### config.mk
export PLATFORM = sky130hd
export DESIGN_NAME = unsigned_prod_acc_8x8
export DESIGN_NICKNAME = d
export VERILOG_FILES = /design/src/rtl/unsigned_prod_acc_8x8.sv
export SDC_FILE = /design/constraint.sdc
export NUM_CORES = 1
export LEC_CHECK = 0
export CORE_ASPECT_RATIO = 1.4
export CORE_UTILIZATION = 56
export CTS_BUF_LIST = sky130_fd_sc_hd__clkbuf_16
export DETAILED_ROUTE_END_ITERATION = 16
export MAX_ROUTING_LAYER = met4
export PLACE_DENSITY = 0.86
export SLEW_MARGIN = 40
export SYNTH_ARGS = -nofsm -noshare
export SYNTH_HDL_FRONTEND = slang
export SYNTH_SLANG_ARGS = --single-unit
### constraint.sdc
create_clock -name clk -period 4.4 [get_ports clk]
set_input_delay 0.66 -clock clk [delete_from_list [all_inputs] [get_ports clk]]
set_output_delay 0.66 -clock clk [all_outputs]
set_load 0.01 [all_outputs]
### src/rtl/unsigned_prod_acc_8x8.sv
// Accumulates VEC_LEN unsigned 16-bit products into one ACC_W-bit sum and holds it until it is taken downstream.
// Define ACC_SAT_EN to saturate the sum on overflow; it wraps by default. Result appears 1 cycle after the closing beat.
module unsigned_prod_acc_8x8 #(
  parameter int VEC_LEN = 8,
  parameter int ACC_W   = 24
) (
  input  logic             clk,
  input  logic             rst_n,
  input  logic             clr,
  input  logic             p_valid,
  output logic             p_ready,
  input  logic [15:0]      p_data,
  input  logic             p_last,
  output logic             s_valid,
  input  logic             s_ready,
  output logic [ACC_W-1:0] s_data,
  output logic [7:0]       s_cnt,
  output logic             s_ovf
);

  typedef enum logic [1:0] {IDLE, ACC, HOLD} state_t;

  state_t           state_q;
  logic [ACC_W-1:0] acc_q, acc_d;
  logic [7:0]       cnt_q, cnt_d;
  logic             ovf_q, ovf_d;
  logic [1:0]       sync_q;
  logic             run, rdy, beat, close;
  logic [ACC_W:0]   sum;

  assign run  = sync_q[1];
  assign rdy  = run && (state_q != HOLD);
  assign beat = p_valid && rdy;

  // acc_q is zero in IDLE, so the first beat of a vector uses the same adder path.
  assign sum   = {1'b0, acc_q} + {{(ACC_W-15){1'b0}}, p_data};
  assign ovf_d = ovf_q | sum[ACC_W];
  assign cnt_d = cnt_q + 8'd1;
  assign close = p_last || (cnt_d == 8'(VEC_LEN));

`ifdef ACC_SAT_EN
  assign acc_d = ovf_d ? {ACC_W{1'b1}} : sum[ACC_W-1:0];
`else
  assign acc_d = sum[ACC_W-1:0];
`endif

  // Ready is forced high while reset is held, then waits for the synchronised release.
  assign p_ready = !rst_n || rdy;
  assign s_valid = (state_q == HOLD);
  assign s_data  = s_valid ? acc_q : '0;
  assign s_cnt   = s_valid ? cnt_q : 8'd0;
  assign s_ovf   = s_valid && ovf_q;

  always_ff @(posedge clk or negedge rst_n) begin
    if (!rst_n) begin
      sync_q  <= 2'b00;
      state_q <= IDLE;
      acc_q   <= '0;
      cnt_q   <= 8'd0;
      ovf_q   <= 1'b0;
    end else begin
      sync_q <= {sync_q[0], 1'b1};
      if (clr) begin
        state_q <= IDLE;
        acc_q   <= '0;
        cnt_q   <= 8'd0;
        ovf_q   <= 1'b0;
      end else begin
        case (state_q)
          IDLE, ACC: begin
            if (beat) begin
              acc_q   <= acc_d;
              cnt_q   <= cnt_d;
              ovf_q   <= ovf_d;
              state_q <= close ? HOLD : ACC;
            end
          end
          HOLD: begin
            if (s_ready) begin
              state_q <= IDLE;
              acc_q   <= '0;
              cnt_q   <= 8'd0;
              ovf_q   <= 1'b0;
            end
          end
          default: state_q <= IDLE;
        endcase
      end
    end
  end

endmodule
After elaboration in Yosys (flattened, before gate mapping)
Index checks and enable logic that the tools add are counted.

Multiplexer cells: 19. Bitwise operators: 1. Reductions and logical operators: 11. Add/sub/neg operators: 2. Eq/ne operators: 6.

Operators with widths (number): 24-bit 2-to-1 mux (4); 24-bit one-hot mux with 2 select lines (1); 8-bit 2-to-1 mux (4); 24-bit by 16-bit adder with 25-bit output (1); 8-bit one-hot mux with 2 select lines (1); 8-bit by 1-bit adder with 8-bit output, second input constant (1); 8-bit by 4-bit == test with 1-bit output, second input constant (1); 2-bit 2-to-1 mux (4); 2-bit one-hot mux with 2 select lines (1); 1-bit logical AND (3); 1-bit 2-to-1 mux (3); 3-bit by 2-bit inequality test with 1-bit output, second input constant (1); 3-bit inequality test, second input constant (1); 3-bit AND reduction (1); 3-bit nonzero test (1); 2-bit by 1-bit == test with 1-bit output, second input constant (1); 2-bit == test, second input constant (1); 2-bit logical NOT (1); 1-bit logical OR (2); 2-bit inequality test, second input constant (1); 1-bit one-hot mux with 2 select lines (1); 2-bit AND reduction (1); 2-bit OR reduction (1); 1-bit logical NOT (1); 1-bit OR (1).

Output and inout port bits: 35. Register bits after elaboration: 37. Input port bits: 22.

Logic depth before layout (Yosys ltp)
Gate-level depths: netlist (run 1).

Depth in word-level cells: 7. Depth in mapped cells: 8. Mapped depth without buffers: 8.

Least setup slack after synthesis (run 1)
OpenSTA, ideal clock, no wires.

Kind: input -> register. Start point: input p_data[4]. End point: register acc_q[17]. Data arrival time: 2.290 ns. Cell stages on the path: 7. Slack: 1.985 ns. Data required time: 4.275 ns. Path buffers: 0. Cells stage by stage: ha_1 > a211o_2 > a221oi_2 > o211a_1 > o31ai_2 > nand3_1 > mux2_4.

Cells in the longest elaborated chain, start to end: 4.

RTL lines: start: declaration (RTL line 12) `input logic [15:0] p_data,`; 24-bit by 16-bit adder with 25-bit output (RTL line 36) `assign sum = {1'b0, acc_q} + {{(ACC_W-15){1'b0}}, p_data};`; 24-bit 2-to-1 mux (RTL line 71) `if (beat) begin`; 24-bit one-hot mux with 2 select lines (RTL line 69) `case (state_q)`; 24-bit 2-to-1 mux (RTL line 63) `if (clr) begin`; end signal: assignment (RTL line 65) `acc_q <= '0;`; end signal: assignment (RTL line 72) `acc_q <= acc_d;`; end signal: assignment (RTL line 81) `acc_q <= '0;`; end: declaration (RTL line 24) `logic [ACC_W-1:0] acc_q, acc_d;`.

No other way between the ends. The select of a mux whose other input is x is not followed. A chain may end at the register's enable or synchronous reset.

Worst setup path in the final report (run 1)
Start point: register state_q[1]. End point: output s_data[4].

Cells in the longest elaborated chain, start to end: 2.

RTL lines: start: declaration (RTL line 23) `state_t state_q;`; start signal: assignment (RTL line 75) `state_q <= close ? HOLD : ACC;`; 2-bit == test (RTL line 49) `assign s_valid = (state_q == HOLD);`; 24-bit 2-to-1 mux (RTL line 50) `assign s_data = s_valid ? acc_q : '0;`; end: declaration (RTL line 16) `output logic [ACC_W-1:0] s_data,`.

No other way between the ends.

==> results of run 1 <==
==> power breakdown <==
group          switching [mW]  total, mW  internal (mW)
sequential             0.0129      0.367          0.354
clock                   0.140      0.403          0.263
combinational           0.121      0.210         0.0893
==> through the flow <==
stage | std cells | instance area [µm²]
final | 443 | 3570
after global routing | 443 | 3570
after CTS | 443 | 3560
after detailed placement | 436 | 3400
after global placement | 436 | 3400
after floorplan | 328 | 2800
==> cell usage after synthesis, drive strengths merged (3+ instances only) <==
cell / number / share of area
o21a: 5 / 0.014
a21o: 4 / 0.011
and2: 33 / 0.074
buf: 4 / 0.0094
a21oi: 21 / 0.038
inv: 10 / 0.013
xor2: 5 / 0.016
clkbuf: 11 / 0.015
a211oi: 4 / 0.013
xnor2: 12 / 0.038
ha: 18 / 0.080
nor2: 17 / 0.023
nand2: 36 / 0.048
a22o: 4 / 0.013
or4: 3 / 0.0080
a31o: 3 / 0.0094
dfrtp: 37 / 0.33
o21ai: 39 / 0.070
nand3: 12 / 0.021
o21bai: 3 / 0.0080
and3: 6 / 0.016
o31ai: 4 / 0.013
o211ai: 4 / 0.017
==> flip-flops by register name, summed over array words and instances (netlist names) <==
register  flops
ovf_q         1
state_q       2
acc_q        24
cnt_q         8
sync_q        2
==> metal layers <==
layer	up-vias	part of all wire	GRT usage
li1	1275	-	-
met1	1251	0.41	0.343
met2	98	0.51	0.477
met3	23	0.046	0.0618
met4	0	0.034	0.158
met5	-	0	-
==> cell type report <==
cell class                      instances  area [µm²]
Timing Repair Buffer                   59         578
Clock buffer                            5         125
Sequential cell                        37         926
Multi-Input combinational cell        266        1790
Tap cell                               64        80.1
Clock inverter                          2        35.0
Fill cell                             364        1270
Inverter                               10        37.5
==> logic make-up after synthesis <==
family,after synthesis,synth area share
buf+inv,25,0.0380
xor+xnor,17,0.0531
mux,3,0.0125
other cells,1,0.00134
compound gates,106,0.254
flops,37,0.331
fa+ha+maj,19,0.0875
simple gates,120,0.223
==> how the worst max path moves through the flow <==
stage / startpoint / to / depth (start not counted)
after detailed placement: p_data[1] / acc_q[19]$_DFFE_PN0P_ / 8
final: state_q[1]$_DFFE_PN0P_ / s_data[4] / 5
after CTS: state_q[1]$_DFFE_PN0P_ / s_data[4] / 5
after global placement: p_data[1] / acc_q[19]$_DFFE_PN0P_ / 8
after floorplan: p_data[4] / acc_q[17]$_DFFE_PN0P_ / 7
after global routing: state_q[1]$_DFFE_PN0P_ / s_data[4] / 5
==> results.md, run 1 <==
* Run status: completed
* Post-CTS Resized at 0
* WHS Path Cells at 0
* Final #Nets at 420
* CTS Buffer Depth at 2
* CTS tree: yes
* FF-to-FF End: acc_q[22]$_DFFE_PN0P_
* Max cap viols at 0
* Syn_area_per_cell at 8.54 µm²
* Sequential fraction of the synthesis area at 0.331
* HPWL Detailed at 4730 µm
* Num rows at 30
* Worst Hold End: sync_q[1]$_DFF_PN0_
* Slowest cell delay on critical path at 0.53 ns
* RSZ-0062 raised after global routing: no
* Input/output buffers at 56
* Die Width at 61.8 µm
* Gr ovfl total at 0
* Mapped Cells at 328
* Slew @ Worst Pin at 0.729 ns
* Final Slew Violations at 0
* Initial core utilization at 0.579
* Share of layout cells above drive strength 1 at 0.0897
* Total track usage at 0.299
* Tot Pwr at 981 µW
* Post-Route Utilization at 0.737
* Total Wirelength at between 6000 and 7000 µm
* Min-delay src: sync_q[0]$_DFF_PN0_
* Netlist cell types at 59
* Yosys warnings at 0
* Setup crit end kind: primary output
* Most common cell after layout, fill and taps aside: clkdlybuf4s50_1
* Syn Std Cell Area at 0.00280 mm²
* Final Hold Vio Count at 0
* EDFF count, synth at 0
* Setup TNS at 0 ns
* I/O pins at 57
* Initial antenna violation count at 0
* Crit-path cells: inv_1 -> nor2_2 -> buf_4 -> and2_1 -> clkdlybuf4s50_1
* Core Footprint at 0.00484 mm²
* Period utilization at 0.672
* First-pass GRT wire length at 11,500 µm
* Crit-path slowest cell: clkdlybuf4s50_1
* Commonest cells after routing, fill and taps aside: clkdlybuf4s50_1, o21ai_0, dfrtp_1
* Hold Path Class: reg2reg
* DRT iter0 DRCs at around 110
* Area growth, synth to finish at 27.4%
* Flops & latches, synth at 37
* Worst EP required at ~3.7 ns
* Routed len/inst at 15.1 µm
* Placement Setup Slack at 1.33 ns
* Crit-path max FO at 19
* Die height at between 80 and 90 µm
* Peak supply drop at just under 0.2 mV
* Flop2flop setup slack at 1.98 ns
* Reg2reg start: acc_q[11]$_DFFE_PN0P_
* Max Fclk at 0.338 GHz
* DRC Markers at 0
* Vias at roughly 2,600
* Arrival @ worst endpoint at 2.30 ns
* Total Die Area at 0.00529 mm²
* Clock Latency Late Sink at around 0.28 ns
* Rel. slew slack at 0.502
* Depth of the CTS H-tree at 2
* P per Cell Area at roughly 270 mW/mm²
* WP buf/inv at 3
* Reg2Reg Depth at 7
* Final setup fails at 0
* DRT Pass-1 Iters at 4
* Clk_skew at approximately 0.0060 ns
* Final WS setup at around 1.4 ns
* Worst setup SP type: flip-flop
* Async SR Flop Fraction at 1.00
* Vias in the first global route at 2,540
* Antenna diode count at 0
* WHS at 0.349 ns
* Post-route ant nets at 0
* Syn Nets at 369
* Clk sinks at 37
* # Post-CTS Setup Buffers at 0
* Pin count of the biggest net entering global routing at 39
* CTS Buf Count at 5
* Top FF cell, synth: dfrtp_1
* CTS Hold Buffers Added at 0
* Via density at between 5 and 6
* Worst-path clk slew at 0.06 ns
* Crit Path Category: reg2out
* Leakage at between 1.5 and 2 nW
* Post-layout min period at around 3 ns
* Root Driver: clkbuf_16
* RePlAce Congestion at 0.910
* Crit-path leading delay family: buffers and inverters
Note: power is estimated with default switching activity, not from simulation.
==> run 2: changes to the inputs <==
- CORE_UTILIZATION: 56 -> 52
- PLACE_DENSITY: 0.86 -> 0.81
- clock period: 4.4 -> 2.8 ns (I/O delays scaled with it)
==> run 2 against run 1 <==
  * Wire length is 5.0% higher
  * Count of clock-buffer cells in the layout stayed put
  * Highest routed layer unchanged
  * Sequential share of layout area is 0.65 points lower
  * Largest power group unchanged
==> results.md, run 2 (same netlist as run 1, synthesis figures left out) <==
* Worst-path clk slew at around 0.06 ns
* FF-to-FF End: acc_q[17]$_DFFE_PN0P_
* Final Hold Vio Count at 0
* Final WS setup at 0.217 ns
* Post-CTS Resized at 0
* Num rows at 31
* Run status: completed
* Most flop-heavy register: acc_q
* Die Width at between 60 and 70 µm
* Top flop regs: acc_q x24, cnt_q x8
* P_int at 1.14 mW
* Leakage at approximately 1.6 nW
* Critical Path End: acc_q[17]$_DFFE_PN0P_
* Root Driver: clkbuf_16
* Sw Pwr at about 450 µW
* Fillers at 424
* DRT iter0 DRCs at 114
* CTS Buf Count at 5
* CTS Hold Buffers Added at 0
* Crit Path Category: in2reg
* Arrival @ worst endpoint at 2.75 ns
* Peak supply drop at 0.356 mV
* Routed len/inst at 15.4 µm
* Post-Route Utilization at 0.704
* # Post-CTS Setup Buffers at 0
* Clk_skew at 0.00527 ns
* Placement Setup Slack at -0.0409 ns
* Total track usage at 0.280
* Setup TNS at 0 ns
* Final #Nets at 432
* Worst setup SP type: input port
* CP startpoint: p_data[1]
* Post-route ant nets at 0
* Reg2reg start: acc_q[1]$_DFFE_PN0P_
* Post-layout min period at 2.58 ns
* Share of layout cells above drive strength 1 at 0.112
* DRT Pass-1 Iters at 4
* First-pass GRT wire length at 12,000 µm
* RePlAce Congestion at 0.884
* Clk sinks at 37
* Initial antenna violation count at 0
* Grt met1 use at 0.326
* HPWL Detailed at between 5000 and 6000 µm
* Crit-path max FO at 4
* Flop2flop setup slack at ~0.40 ns
* Max FFs per register at 24
* Final Slew Violations at 0
* Gate power share at 0.222
* RSZ-0062 raised after global routing: no
* Gr ovfl total at 0
* Period utilization at 0.923
* Die height at 88.8 µm
* Seq pwr share at 0.365
* Met3 track demand over resource at 0.0412
* Cells after DPL at 450
* Vias at approximately 2,700
* Setup crit end kind: flip-flop
* Post-Layout Cell Count at ~460
* CTS Buffer Depth at 2
* Total Die Area at approximately 0.0057 mm²
* Hold Path Class: in2async
* Max Fclk at 0.387 GHz
* Vias in the first global route at 2,594
* P per Cell Area at 432 mW/mm²
* Max cap viols at 0
* DRC Markers at 0
* Commonest cells after routing, fill and taps aside: clkdlybuf4s50_1, o21ai_0, dfrtp_1
* Via density at about 5.8
* Tot Pwr at 1.58 mW
* Area growth, synth to finish at 30.7%
* Core Footprint at 0.00520 mm²
* Clock Latency Late Sink at roughly 0.29 ns
* Sw frac at 0.283
* Input/output buffers at 56
* Clk pwr share at 0.413
* I/O pins at between 50 and 60
* Initial core utilization at 0.539
* Antenna diode count at 0
* Pin count of the biggest net entering global routing at 38
* Most common cell after layout, fill and taps aside: clkdlybuf4s50_1
* Depth of the CTS H-tree at 2
* Global route hottest layer: met2
* Final setup fails at 0
* Met2 usage at 0.489
* Reg2Reg Depth at 7
* Total Wirelength at 7030 µm
* CTS tree: yes
* Worst EP required at around 3 ns
run 2: cell count changes in the layout (fill, tap and decap cells not counted), sizes merged:
cell | previous run | this run
buf | 4 | 16
clkinvlp | 0 | 1
run 2: final cells by class:
type | count | area (µm²) | area share
inverter | 10 | 37.5 | 0.0103
tap | 66 | 82.6 | 0.0226
multi-input combinational | 266 | 1780 | 0.485
clock buffer | 5 | 125 | 0.0342
sequential | 37 | 926 | 0.253
timing repair buffer | 71 | 668 | 0.183
clock inverter | 3 | 46.3 | 0.0126
run 2: stage by stage:
| step | area (µm²) | hold slack [ns] |
|---|---|---|
| final | 3660 | 0.189 |
| after global routing | 3660 | 0.230 |
| after CTS | 3660 | 0.207 |
| after detailed placement | 3490 | 0.338 |
| after global placement | 3490 | 0.331 |
| after floorplan | 2800 | 0.124 |
run 2: worst min path at each step:
| stage | startpoint | endpoint | slack, ns | cells after the start |
|---|---|---|---|---|
| floorplan | rst_n | acc_q[0]$_DFFE_PN0P_ | 0.12 | 0 |
| global placement | sync_q[0]$_DFF_PN0_ | sync_q[1]$_DFF_PN0_ | 0.33 | 0 |
| detailed placement | sync_q[0]$_DFF_PN0_ | sync_q[1]$_DFF_PN0_ | 0.34 | 0 |
| CTS | rst_n | sync_q[1]$_DFF_PN0_ | 0.21 | 2 |
| global route | rst_n | sync_q[1]$_DFF_PN0_ | 0.23 | 2 |
| finish | rst_n | sync_q[1]$_DFF_PN0_ | 0.19 | 2 |
run 2: metal layers:
layer	part of all wire	vias to the layer above
met5	0	-
met4	0.018	0
met3	0.030	15
met2	0.53	70
met1	0.43	1287
li1	-	1300
run 2: power by group through the flow:
| stage | Combinational [mW] | Sequential (mW) | Clock [mW] |
|---|---|---|---|
| 4_1_cts | 0.349 | 0.577 | 0.663 |
| 5_1_grt | 0.387 | 0.581 | 0.681 |
| 3_5_place_dp | 0.344 | 0.586 | 0 |
| 3_3_place_gp | 0.336 | 0.586 | 0 |
| 2_1_floorplan | 0.224 | 0.580 | 0 |
| 6_report | 0.352 | 0.577 | 0.654 |
run 2: worst max-delay path, stage by stage:
cell and delay [ns]:
clkdlybuf4s50_1 0.47, ha_1 0.34, a211o_1 0.31, a221oi_2 0.41, o211a_1 0.25, o31ai_2 0.10
nand3_1 0.14, mux2_4 0.31
